File: config.mk
export PLATFORM = sky130hd
export DESIGN_NAME = sfx_tone_sequencer_flat
export DESIGN_NICKNAME = d
export VERILOG_FILES = /design/src/rtl/sfx_tone_sequencer_if.sv /design/src/rtl/sfx_tone_sequencer.sv /design/src/flat_wrapper.sv
export SDC_FILE = /design/constraint.sdc
export NUM_CORES = 1
export LEC_CHECK = 0
export BUFFER_PORTS_ARGS = -buffer_cell sky130_fd_sc_hd__buf_2
export CAP_MARGIN = 20
export CORE_ASPECT_RATIO = 1.25
export CORE_MARGIN = 2
export CORE_UTILIZATION = 45
export DETAILED_ROUTE_END_ITERATION = 16
export GPL_TIMING_DRIVEN = 0
export PLACE_DENSITY = 0.81
export SKIP_LAST_GASP = 1
export SYNTH_ARGS = -nofsm -noshare
export SYNTH_HDL_FRONTEND = slang
export SYNTH_SLANG_ARGS = --single-unit
File: constraint.sdc
create_clock -name clk -period 4.46 [get_ports clk]
set_input_delay 0.223 -clock clk [delete_from_list [all_inputs] [get_ports clk]]
set_output_delay 0.223 -clock clk [all_outputs]
set_load 0.005 [all_outputs]
File: src/rtl/sfx_tone_sequencer_if.sv
`timescale 1ns/1ps
`default_nettype none
// ============================================================================
// sfx_tone_sequencer_if : event strobes, per-event tone config, speaker outputs
// Revision: 1.0
// ============================================================================
interface sfx_tone_sequencer_if #(
   parameter int N_EVT  = 4,
   parameter int HALF_W = 20,
   parameter int DUR_W  = 8,
   parameter int IDX_W  = 4
);
   logic [N_EVT-1:0]        evt;
   logic [N_EVT*HALF_W-1:0] tone_half;
   logic [N_EVT*DUR_W-1:0]  dur;
   logic                    mute;
   logic                    speaker;
   logic                    busy;
   logic [IDX_W-1:0]        active_idx;
   logic                    done;

   modport master (
      output evt, tone_half, dur, mute,
      input  speaker, busy, active_idx, done
   );

   modport slave (
      input  evt, tone_half, dur, mute,
      output speaker, busy, active_idx, done
   );
endinterface
`default_nettype wire

File: src/rtl/sfx_tone_sequencer.sv
`timescale 1ns/1ps
`default_nettype none
// ============================================================================
// sfx_tone_sequencer : priority-preemptive square-wave sound-effect engine
// Revision: 1.0
// ============================================================================
module sfx_tone_sequencer #(
   parameter int N_EVT    = 4,
   parameter int HALF_W   = 20,
   parameter int DUR_W    = 8,
   parameter int TICK_DIV = 50000,
   parameter int IDX_W    = 4
) (
   input  wire logic           clk,
   input  wire logic           reset,
   sfx_tone_sequencer_if.slave bus
);

   localparam int c_PRESC_W = $clog2(TICK_DIV);
   localparam int c_SLOTS   = 1 << IDX_W;
   localparam logic [c_PRESC_W-1:0] c_PRESC_MAX = c_PRESC_W'(TICK_DIV - 1);

   typedef enum logic [0:0] {
      S_IDLE = 1'b0,
      S_PLAY = 1'b1
   } state_t;

   state_t                 r_state, w_state_nx;
   logic [N_EVT-1:0]       r_pending, w_pending_nx;
   logic [IDX_W-1:0]       r_idx, w_idx_nx;
   logic [HALF_W-1:0]      r_phase, w_phase_nx;
   logic                   r_tone, w_tone_nx;
   logic                   r_speaker, w_speaker_nx;
   logic [c_PRESC_W-1:0]   r_presc, w_presc_nx;
   logic [DUR_W-1:0]       r_dcnt, w_dcnt_nx;
   logic                   r_done, w_done_nx;
   logic                   r_busy, w_busy_nx;

   logic [HALF_W-1:0]      w_half_arr [c_SLOTS];
   logic [DUR_W-1:0]       w_dur_arr  [c_SLOTS];
   logic                   w_pend_any;
   logic [IDX_W-1:0]       w_sel;
   logic [N_EVT-1:0]       w_sel_mask;
   logic [N_EVT-1:0]       w_play_mask;
   logic [N_EVT-1:0]       w_clr_mask;
   logic                   w_load;
   logic                   w_tick;
   logic                   w_retrig;

   // Unpack the flat config buses into index-addressable tables; slots beyond
   // N_EVT read as zero so any IDX_W-wide index is in range.
   generate
      for (genvar g = 0; g < c_SLOTS; g++) begin : g_slot
         if (g < N_EVT) begin : g_used
            assign w_half_arr[g] = bus.tone_half[g*HALF_W +: HALF_W];
            assign w_dur_arr[g]  = bus.dur[g*DUR_W +: DUR_W];
         end else begin : g_unused
            assign w_half_arr[g] = '0;
            assign w_dur_arr[g]  = '0;
         end
      end
   endgenerate

   always_comb begin
      w_sel = '0;
      for (int k = N_EVT - 1; k >= 0; k--) begin
         if (r_pending[k]) begin
            w_sel = IDX_W'(k);
         end
      end
   end

   assign w_pend_any  = |r_pending;
   assign w_sel_mask  = N_EVT'(1) << w_sel;
   assign w_play_mask = (r_state == S_PLAY) ? (N_EVT'(1) << r_idx) : '0;
   assign w_retrig    = |(bus.evt & w_play_mask);
   assign w_tick      = (r_presc == c_PRESC_MAX);

   always_comb begin
      w_state_nx = r_state;
      w_idx_nx   = r_idx;
      w_phase_nx = r_phase;
      w_tone_nx  = r_tone;
      w_presc_nx = r_presc;
      w_dcnt_nx  = r_dcnt;
      w_done_nx  = 1'b0;
      w_busy_nx  = r_busy;
      w_clr_mask = '0;
      w_load     = 1'b0;

      case (r_state)
         S_IDLE: begin
            w_tone_nx = 1'b0;
            if (w_pend_any) begin
               w_clr_mask = w_sel_mask;
               w_load     = (w_dur_arr[w_sel] != '0);
            end
         end
         S_PLAY: begin
            // A zero-duration pre-emptor is discarded and the current tone runs on.
            if (w_pend_any && (w_sel < r_idx)) begin
               w_clr_mask = w_sel_mask;
               w_load     = (w_dur_arr[w_sel] != '0);
            end
            if (!w_load) begin
               if (r_phase == '0) begin
                  w_phase_nx = w_half_arr[r_idx] - HALF_W'(1);
                  w_tone_nx  = (w_half_arr[r_idx] == '0) ? 1'b0 : ~r_tone;
               end else begin
                  w_phase_nx = r_phase - HALF_W'(1);
               end

               w_presc_nx = w_tick ? '0 : (r_presc + c_PRESC_W'(1));

               // Retrigger outranks a coincident final tick.
               if (w_retrig) begin
                  w_presc_nx = '0;
                  w_dcnt_nx  = w_dur_arr[r_idx];
               end else if (w_tick) begin
                  if (r_dcnt == DUR_W'(1)) begin
                     w_state_nx = S_IDLE;
                     w_busy_nx  = 1'b0;
                     w_idx_nx   = '0;
                     w_tone_nx  = 1'b0;
                     w_done_nx  = 1'b1;
                     w_dcnt_nx  = '0;
                  end else begin
                     w_dcnt_nx = r_dcnt - DUR_W'(1);
                  end
               end
            end
         end
         default: begin
            w_state_nx = S_IDLE;
         end
      endcase

      if (w_load) begin
         w_state_nx = S_PLAY;
         w_busy_nx  = 1'b1;
         w_idx_nx   = w_sel;
         w_phase_nx = w_half_arr[w_sel] - HALF_W'(1);
         w_tone_nx  = 1'b0;
         w_presc_nx = '0;
         w_dcnt_nx  = w_dur_arr[w_sel];
      end

      w_pending_nx = (r_pending & ~w_clr_mask) | (bus.evt & ~w_play_mask);
      w_speaker_nx = w_tone_nx & ~bus.mute;
   end

   always_ff @(posedge clk or posedge reset) begin
      if (reset) begin
         r_state   <= S_IDLE;
         r_pending <= '0;
         r_idx     <= '0;
         r_phase   <= '0;
         r_tone    <= 1'b0;
         r_speaker <= 1'b0;
         r_presc   <= '0;
         r_dcnt    <= '0;
         r_done    <= 1'b0;
         r_busy    <= 1'b0;
      end else begin
         r_state   <= w_state_nx;
         r_pending <= w_pending_nx;
         r_idx     <= w_idx_nx;
         r_phase   <= w_phase_nx;
         r_tone    <= w_tone_nx;
         r_speaker <= w_speaker_nx;
         r_presc   <= w_presc_nx;
         r_dcnt    <= w_dcnt_nx;
         r_done    <= w_done_nx;
         r_busy    <= w_busy_nx;
      end
   end

   assign bus.speaker    = r_speaker;
   assign bus.busy       = r_busy;
   assign bus.active_idx = r_idx;
   assign bus.done       = r_done;

endmodule
`default_nettype wire

File: src/flat_wrapper.sv
// flat-port wrapper written by rule: the top's interface ports become plain ports
module sfx_tone_sequencer_flat 
#(
   parameter int N_EVT    = 4,
   parameter int HALF_W   = 20,
   parameter int DUR_W    = 8,
   parameter int TICK_DIV = 50000,
   parameter int IDX_W    = 4
)
  (clk, reset, bus_evt, bus_tone_half, bus_dur, bus_mute, bus_speaker, bus_busy, bus_active_idx, bus_done);
  sfx_tone_sequencer_if #(.N_EVT(N_EVT), .HALF_W(HALF_W), .DUR_W(DUR_W), .IDX_W(IDX_W)) bus_i ();
  input  wire logic clk;
  input  wire logic reset;
  input wire logic [$bits(bus_i.evt)-1:0] bus_evt;
  input wire logic [$bits(bus_i.tone_half)-1:0] bus_tone_half;
  input wire logic [$bits(bus_i.dur)-1:0] bus_dur;
  input wire logic [$bits(bus_i.mute)-1:0] bus_mute;
  output wire logic [$bits(bus_i.speaker)-1:0] bus_speaker;
  output wire logic [$bits(bus_i.busy)-1:0] bus_busy;
  output wire logic [$bits(bus_i.active_idx)-1:0] bus_active_idx;
  output wire logic [$bits(bus_i.done)-1:0] bus_done;
  assign bus_i.evt = bus_evt;
  assign bus_i.tone_half = bus_tone_half;
  assign bus_i.dur = bus_dur;
  assign bus_i.mute = bus_mute;
  assign bus_speaker = bus_i.speaker;
  assign bus_busy = bus_i.busy;
  assign bus_active_idx = bus_i.active_idx;
  assign bus_done = bus_i.done;
  sfx_tone_sequencer #(.N_EVT(N_EVT), .HALF_W(HALF_W), .DUR_W(DUR_W), .TICK_DIV(TICK_DIV), .IDX_W(IDX_W)) u_core (.clk(clk), .reset(reset), .bus(bus_i));
endmodule
==> summary.md, run 1 <==
| Metric | Value |
|---|---|
| Count leader, synth | `nand2_1` |
| Int Pwr | `2030 uW` |
| Post-synthesis compound-gate area fraction | `28.0%` |
| Antenna viol nets, final | `0` |
| Cell Rows | `44` |
| Vias | `approximately 6400` |
| Largest net degree at the start of global routing | `39` |
| Critical Path Source | `u_core.r_pending[1]$_DFF_PP0_` |
| Critical Path Sink | `u_core.r_phase[14]$_DFFE_PP0P_` |
| Buffers on Ports | `123` |
| Critical path class | `flip-flop to flip-flop` |
| Post-synthesis mux area share | `around an eighth` |
| Hold Crit Class | `input pin to flip-flop` |
| CP Data Required Time | `4.65 ns` |
| Final hold vios | `0` |
| Post-Synthesis Cells | `648` |
| Final setup viols | `0` |
| Clock latency on the worst-skew pair | `0.31 ns` |
| Net Sw Power | `2050 uW` |
| Fin area | `6530 sq um` |
| CTS tree | `yes` |
| Initial antenna violation count | `0` |
| Via density | `just under 7` |
| Post-Synth Adder-Cell Area | `1.15%` |
| Max H-tree Level | `2` |
| Critical path cell sequence | `nor2b_1 > buf_2 > a222oi_1 > or4b_4 > o31a_1 > buf_6 > nand2_2 > clkbuf_8 > mux2_2 > ha_1 > and2_1 > a32o_1 > buf_2 > and3_1 > a221o_1` |
| Fillers | `around 1100` |
| Final min period | `between 4 and 5 ns` |
| Reg2reg start | `u_core.r_pending[1]$_DFF_PP0_` |
| Die area | `13000 sq um` |
| Drt drc | `0` |
| Final HPWL DP | `between 15 and 20 mm` |
| Area growth, synth to finish | `19.9%` |
| CP most frequent cell | `buf_2` |
| Final Skew | `between 0.01 and 0.015 ns` |
| Synth Area in Simple Gates | `~24%` |
| CP max stage cell | `or4b_4` |
| R2R setup slack | `0.04 ns` |
| Ratio of cells with drive above 1 in the final layout | `approximately 28%` |
| Prevailing post-synth register cell | `dfrtp_1` |
| Die Y | `127 um` |
| Netlist cell types | `75` |
| Root Driver | `clkbuf_16` |
| R2r endpoint | `u_core.r_phase[14]$_DFFE_PP0P_` |
| Hold Slack | `0.113 ns` |
| Max frequency | `0.226 GHz` |
| Main combinational cell family by area after synthesis | `compound AO/OA/AOI/OAI gates` |
| Fin util | `between 50% and 60%` |
| Die Wd | `102 um` |
| Seq/Total Area, Yosys | `25.3%` |
| Clock network fraction of total power | `10.8%` |
| Status | `finished, final reports clean` |
| Core area | `11700 sq um` |
| Drt wl/cell | `approximately 22 um` |
| Worst setup EP type | `flip-flop` |
| WL final | `20.3 mm` |
| CP Max Fanout | `10` |
| Tot Pwr | `4070 uW` |
| Register share of total power | `20.9%` |
| Final slew viol count | `0` |
| Clk sink count | `55` |
| Initial DRC count | `745` |
| Post-Synthesis Cell Area | `between 5000 and 6000 sq um` |
| Number of synthesized flops with an enable pin | `0` |
| Nets | `902` |
| Synth top area cells | `dfrtp_1 25%, mux4_2 12%, nand2_1 4.5%` |
| Clock-pin slew on the worst setup and hold paths | `0.09 ns` |
| Synthesis-stage register bit count | `55` |
| Worst Reg-to-Reg Cells | `15` |
| Yosys top cell by area | `dfrtp_1` |
| Mean Syn Cell Area | `roughly 8.4 sq um` |
| Tot GR Track Use | `31.3%` |
| Max-cap violations | `0` |
| Max incr delay on CP | `0.54 ns` |
| 1st-pass router iterations | `8` |
| Sw Ratio | `50.2%` |
| Slew @ Worst Pin | `0.980 ns` |
| Vias in the first global route | `5956` |
| IO Count | `126` |
| First-pass GRT wire length | `31.5 mm` |
| Gpl congestion | `1.01` |
| Synth top cells by count | `65 x nand2_1, 55 x dfrtp_1, 53 x nor2_1, 36 x a21oi_1, 33 x o21ai_0` |
| Maximum VDD drop | `approximately 0.32 mV` |
| Critical Path Source Type | `flip-flop` |
| CP Data Arrival Time | `4.61 ns` |
| Relative slew slack | `34.6%` |
| Pleak | `0.00262 uW` |
| Crit share post-route | `between 90% and 100%` |
| Pwr/cell area | `624 nW/um^2` |
| CTS buffer count | `5` |
| Synth Area in XOR/XNOR | `3.06%` |
| Synth top area share | `between 20 and 30%` |
| Grt total ovfl | `0` |
| Async SR Flop Fraction | `100%` |
| Comb power frac | `68.3%` |
| Post-DP Area | `6290 sq um` |
| Initial Util | `46.4%` |
| Ant. Diodes | `0` |
| Clk buf depth | `2` |
| YS warnings | `0` |
==> per-stage QoR <==
stage,setup WS (ns),cells,setup TNS [ns]
final,0.0401,940,0
after global routing,-0.0162,940,-0.0162
after CTS,0.0203,939,0
after detailed placement,-1.19,934,-11.33
after global placement,-1.16,933,-10.08
after floorplan,0.0332,649,0
==> area by class of cell <==
type	instances	area, sq um	share of cell area, %
buffer	45	259	3.97
clock buffer	5	125	1.92
clock inverter	3	31.3	0.479
inverter	12	45.0	0.690
multi-input combinational	531	3820	58.5
sequential	55	1380	21.1
tap	161	201	3.09
timing repair buffer	128	668	10.2
==> timing repair <==
item                                   4_1_cts  5_1_grt
setup endpoints to repair                   40        7
pin swaps                                    0        0
buffers inserted                             0        3
endpoints found under the hold margin       17        0
gates cloned                                 0        0
hold buffers                                 1        0
resized for setup                           18        7
==> placed cells by master, fill, tap and decap left out, types with 5 or more instances in the layout <==
cell	n
xor2_1	11
nor2b_1	18
a221oi_1	17
a21oi_1	36
o221a_2	5
o311ai_0	5
nor2_1	53
o31ai_1	9
nand4_1	8
buf_4	6
o21ai_0	33
a31oi_1	10
a22oi_1	14
xnor2_1	8
buf_2	136
and2_1	8
clkbuf_16	5
nor4_1	11
a222oi_1	5
nand2_1	64
a221o_1	8
or4_1	7
ha_1	5
and3_1	11
a22o_1	12
nand3_1	23
mux4_2	29
a211oi_1	11
nor3_1	30
or3_1	6
inv_1	11
dfrtp_1	54
clkbuf_1	19
==> sequential cells by signal (all words and copies together), names as in the netlist <==
signal / cells
u_core.bus.active_idx: 2
u_core.bus.busy: 1
u_core.bus.done: 1
u_core.bus.speaker: 1
u_core.r_dcnt: 8
u_core.r_pending: 4
u_core.r_phase: 20
u_core.r_presc: 16
u_core.r_state: 1
u_core.r_tone: 1
==> worst min path at each step <==
| stage | slack, ns | end | startpoint | cells past startpoint |
|---|---|---|---|---|
| after floorplan | 0.30 | u_core.bus.speaker$_DFF_PP0_ | bus_mute | 1 |
| after global placement | 0.45 | u_core.bus.speaker$_DFF_PP0_ | bus_mute | 2 |
| after detailed placement | 0.25 | u_core.r_presc[13]$_DFFE_PP0P_ | reset | 2 |
| after CTS | 0.10 | u_core.bus.speaker$_DFF_PP0_ | bus_mute | 2 |
| after global routing | 0.10 | u_core.bus.speaker$_DFF_PP0_ | bus_mute | 2 |
| final | 0.11 | u_core.bus.speaker$_DFF_PP0_ | bus_mute | 2 |
==> power groups by stage <==
stage / clock (uW) / combinational, uW / sequential, uW
detailed placement: 0 / 2640 / 847
global placement: 0 / 2600 / 845
finish: 439 / 2780 / 852
floorplan: 0 / 1950 / 790
global route: 458 / 3010 / 870
CTS: 442 / 2680 / 847
==> worst max-delay path, delay by kind of cell (launching register included) <==
| family | cells | cell delay [ns] |
|---|---|---|
| fa+ha+maj | 1 | 0.29 |
| simple gates | 5 | 1.20 |
| mux | 1 | 0.37 |
| flops | 1 | 0.44 |
| buf+inv | 4 | 0.80 |
| compound gates | 4 | 1.18 |
==> metal layers <==
layer  part of all wire [%]  vias to the layer above  GRT usage [%]
met1                     37                     3000           42.0
met2                     46                      517           49.5
li1                       -                     2804              -
met4                    3.9                        0           11.8
met3                     13                       76           6.89
met5                      0                        -              0
==> cell families (layout without fill, tap and decap cells) <==
family | after synthesis | count (layout)
and+or+nand+nor | 262 | 262
AOI/OAI and AO/OA | 209 | 209
buffers and inverters | 63 | 193
DFF | 55 | 55
muxes | 34 | 34
xor gates and xnor gates | 19 | 19
adders and majority gates | 5 | 5
other | 1 | 2
Power figures use the tool's default switching activity.
==> run 2: changes to the inputs <==
- CELL_PAD_IN_SITES_DETAIL_PLACEMENT: unset -> 1
- CELL_PAD_IN_SITES_GLOBAL_PLACEMENT: unset -> 2
- CORE_MARGIN: 2 -> 1.5
- CORE_UTILIZATION: 45 -> 29
- PLACE_DENSITY: 0.81 -> 0.87
- SLEW_MARGIN: unset -> 5
==> run 2 against run 1 <==
Against the previous run: routed wire length is 18% higher; power is 3.3% higher; core utilization is 19 points lower; largest power group unchanged; via count is 1.7% lower; critical path type unchanged; register-to-register slack better by 0.09 ns; critical path depth is 3 higher.
==> summary.md, run 2 (synthesis results as in run 1) <==
| Metric | Value |
|---|---|
| Clock latency on the worst-skew pair | `0.31 ns` |
| Critical path cell sequence | `clkbuf_4 > clkbuf_8 > clkbuf_4 > nor3_2 > ha_1 > o21ai_0 > a31o_2 > o31a_1 > buf_6 > nand2_4 > clkbuf_16 > mux2_2 > ha_2 > and2_1 > a32o_1 > buf_2 > and3_1 > a221o_1` |
| Antenna viol nets, final | `0` |
| Fillers | `between 2000 and 2500` |
| Drt wl/cell | `between 20 and 25 um` |
| Hold Slack | `around 0.15 ns` |
| Max frequency | `0.231 GHz` |
| 1st-pass router iterations | `5` |
| Critical Path Source Type | `flip-flop` |
| Largest register FFs | `20` |
| Pwr/cell area | `633 nW/um^2` |
| Ant. Diodes | `0` |
| Final slew viol count | `0` |
| Slew @ Worst Pin | `0.979 ns` |
| Clock-pin slew on the worst setup and hold paths | `around 0.090 ns` |
| Max H-tree Level | `2` |
| Top Layer Used | `met4` |
| Pleak | `roughly 0.0026 uW` |
| Final HPWL DP | `around 19 mm` |
| Hold Crit Class | `input pin to flip-flop` |
| CP Data Required Time | `4.66 ns` |
| Drt drc | `0` |
| Cell Rows | `55` |
| Core area | `18200 sq um` |
| Worst setup margin | `between 0.1 and 0.15 ns` |
| Final setup viols | `0` |
| Vias in the first global route | `6592` |
| Root Driver | `clkbuf_16` |
| DR WL met2 | `12.5 mm` |
| First-pass GRT wire length | `~37 mm` |
| Grt total ovfl | `0` |
| Die area | `19600 sq um` |
| RSZ-0062 raised after global routing | `true` |
| CP Max Fanout | `19` |
| Met3 routed WL | `1.32 mm` |
| Relative slew slack | `about a third` |
| Status | `finished, final reports clean` |
| Commonest non-fill, non-tap cells in the layout | `135 x buf_2, 64 x nand2_1, 53 x dfrtp_1` |
| IO Count | `between 100 and 150` |
| CTS buffer count | `5` |
| Largest net degree at the start of global routing | `37` |
| Top flop regs | `u_core.r_phase x20, u_core.r_presc x16, u_core.r_dcnt x8` |
| Critical path class | `flip-flop to flip-flop` |
| Final Skew | `around 0.006 ns` |
| Final min period | `4.33 ns` |
| Worst setup EP type | `flip-flop` |
| Clk buf depth | `2` |
| Max incr delay on CP | `0.46 ns` |
| Via density | `~6.2` |
| Max-cap violations | `0` |
| CP Data Arrival Time | `approximately 4.5 ns` |
| Area growth, synth to finish | `22.2%` |
| Clk sink count | `55` |
| Nets | `906` |
| Crit share post-route | `97.1%` |
| Ratio of cells with drive above 1 in the final layout | `28.5%` |
| Initial Util | `29.9%` |
| DP Worst Slack | `-1.56 ns` |
| Initial DRC count | `427` |
| CP max stage cell | `dfrtp_2` |
| Met1 Wirelength | `9.06 mm` |
| Die Y | `between 150 and 200 um` |
| Gpl congestion | `0.904` |
| Initial antenna violation count | `0` |
| CTS tree | `yes` |
| WL final | `23.9 mm` |
| Most common cell after layout, fill and taps aside | `buf_2` |
| Maximum VDD drop | `0.248 mV` |
| Vias | `~6300` |
| CP most frequent cell | `clkbuf_4` |
| Top reg by flops | `u_core.r_phase` |
| Die Wd | `around 130 um` |
| Buffers on Ports | `123` |
| Tot GR Track Use | `roughly a quarter` |
| Final hold vios | `0` |
## run 2: metrics by stage
step	util (%)	cell area (sq um)	setup TNS [ns]	total power (uW)	instances
finish	36.5	6650	0	4210	1011
global route	36.5	6650	-0.00962	4470	1011
CTS	36.2	6610	0	4110	1007
detailed placement	35.0	6370	-26.69	3600	1001
global placement	34.8	6350	-25.41	3550	1000
floorplan	-	5450	0	2740	649
## run 2: layer usage
layer	vias to the layer above	global-route usage [%]
met1	3149	27.5
li1	2812	-
met5	-	0
met2	265	44.2
met3	60	2.67
met4	0	11.8
## run 2: critical path: cells and delay by family, from the launching register on
kind,cells,cell delay (ns)
adder cells (fa/ha/maj),2,0.52
flip-flops,1,0.46
multiplexers,1,0.31
buffers and inverters,6,1.24
AND/OR/NAND/NOR,4,0.69
AO/OA/AOI/OAI,5,0.98
## run 2: repair_timing
action,CTS,global route
setup buffers,1,4
gates resized for setup,25,7
hold buffers,1,0
pin swaps,0,1
setup endpoints to repair,46,8
endpoints found under the hold margin,19,0
## run 2: report_power, final
part           switching, uW  internal, uW  leakage (uW)
combinational           1710          1200       0.00189
sequential               187           669      0.000670
clock                    229           216     0.0000723
total                   2130          2080       0.00263
## run 2: final timing paths
check                      slack, ns                     startpoint                                    to  cells past startpoint
min in group asynchronous       0.48                          reset        u_core.r_presc[14]$_DFFE_PP0P_                      3
max in group asynchronous       3.36                          reset  u_core.bus.active_idx[1]$_DFFE_PP0P_                      4
min reg2reg                     0.50    u_core.bus.busy$_DFFE_PP0P_           u_core.bus.busy$_DFFE_PP0P_                      2
min                             0.15                       bus_mute          u_core.bus.speaker$_DFF_PP0_                      2
max                             0.13  u_core.r_pending[1]$_DFF_PP0_        u_core.r_phase[14]$_DFFE_PP0P_                     18
max reg2reg                     0.13  u_core.r_pending[1]$_DFF_PP0_        u_core.r_phase[14]$_DFFE_PP0P_                     18
## run 2: area by class of cell
cell class	instances	area, sq um	share of cell area, %
plain buffers	47	283	4.25
clock buffers	5	125	1.88
clock inverters	3	27.5	0.414
inverters	12	45.0	0.677
multi-input cells	531	3820	57.4
flip-flops and latches	55	1380	20.8
well taps	228	285	4.29
repair buffers	130	683	10.3
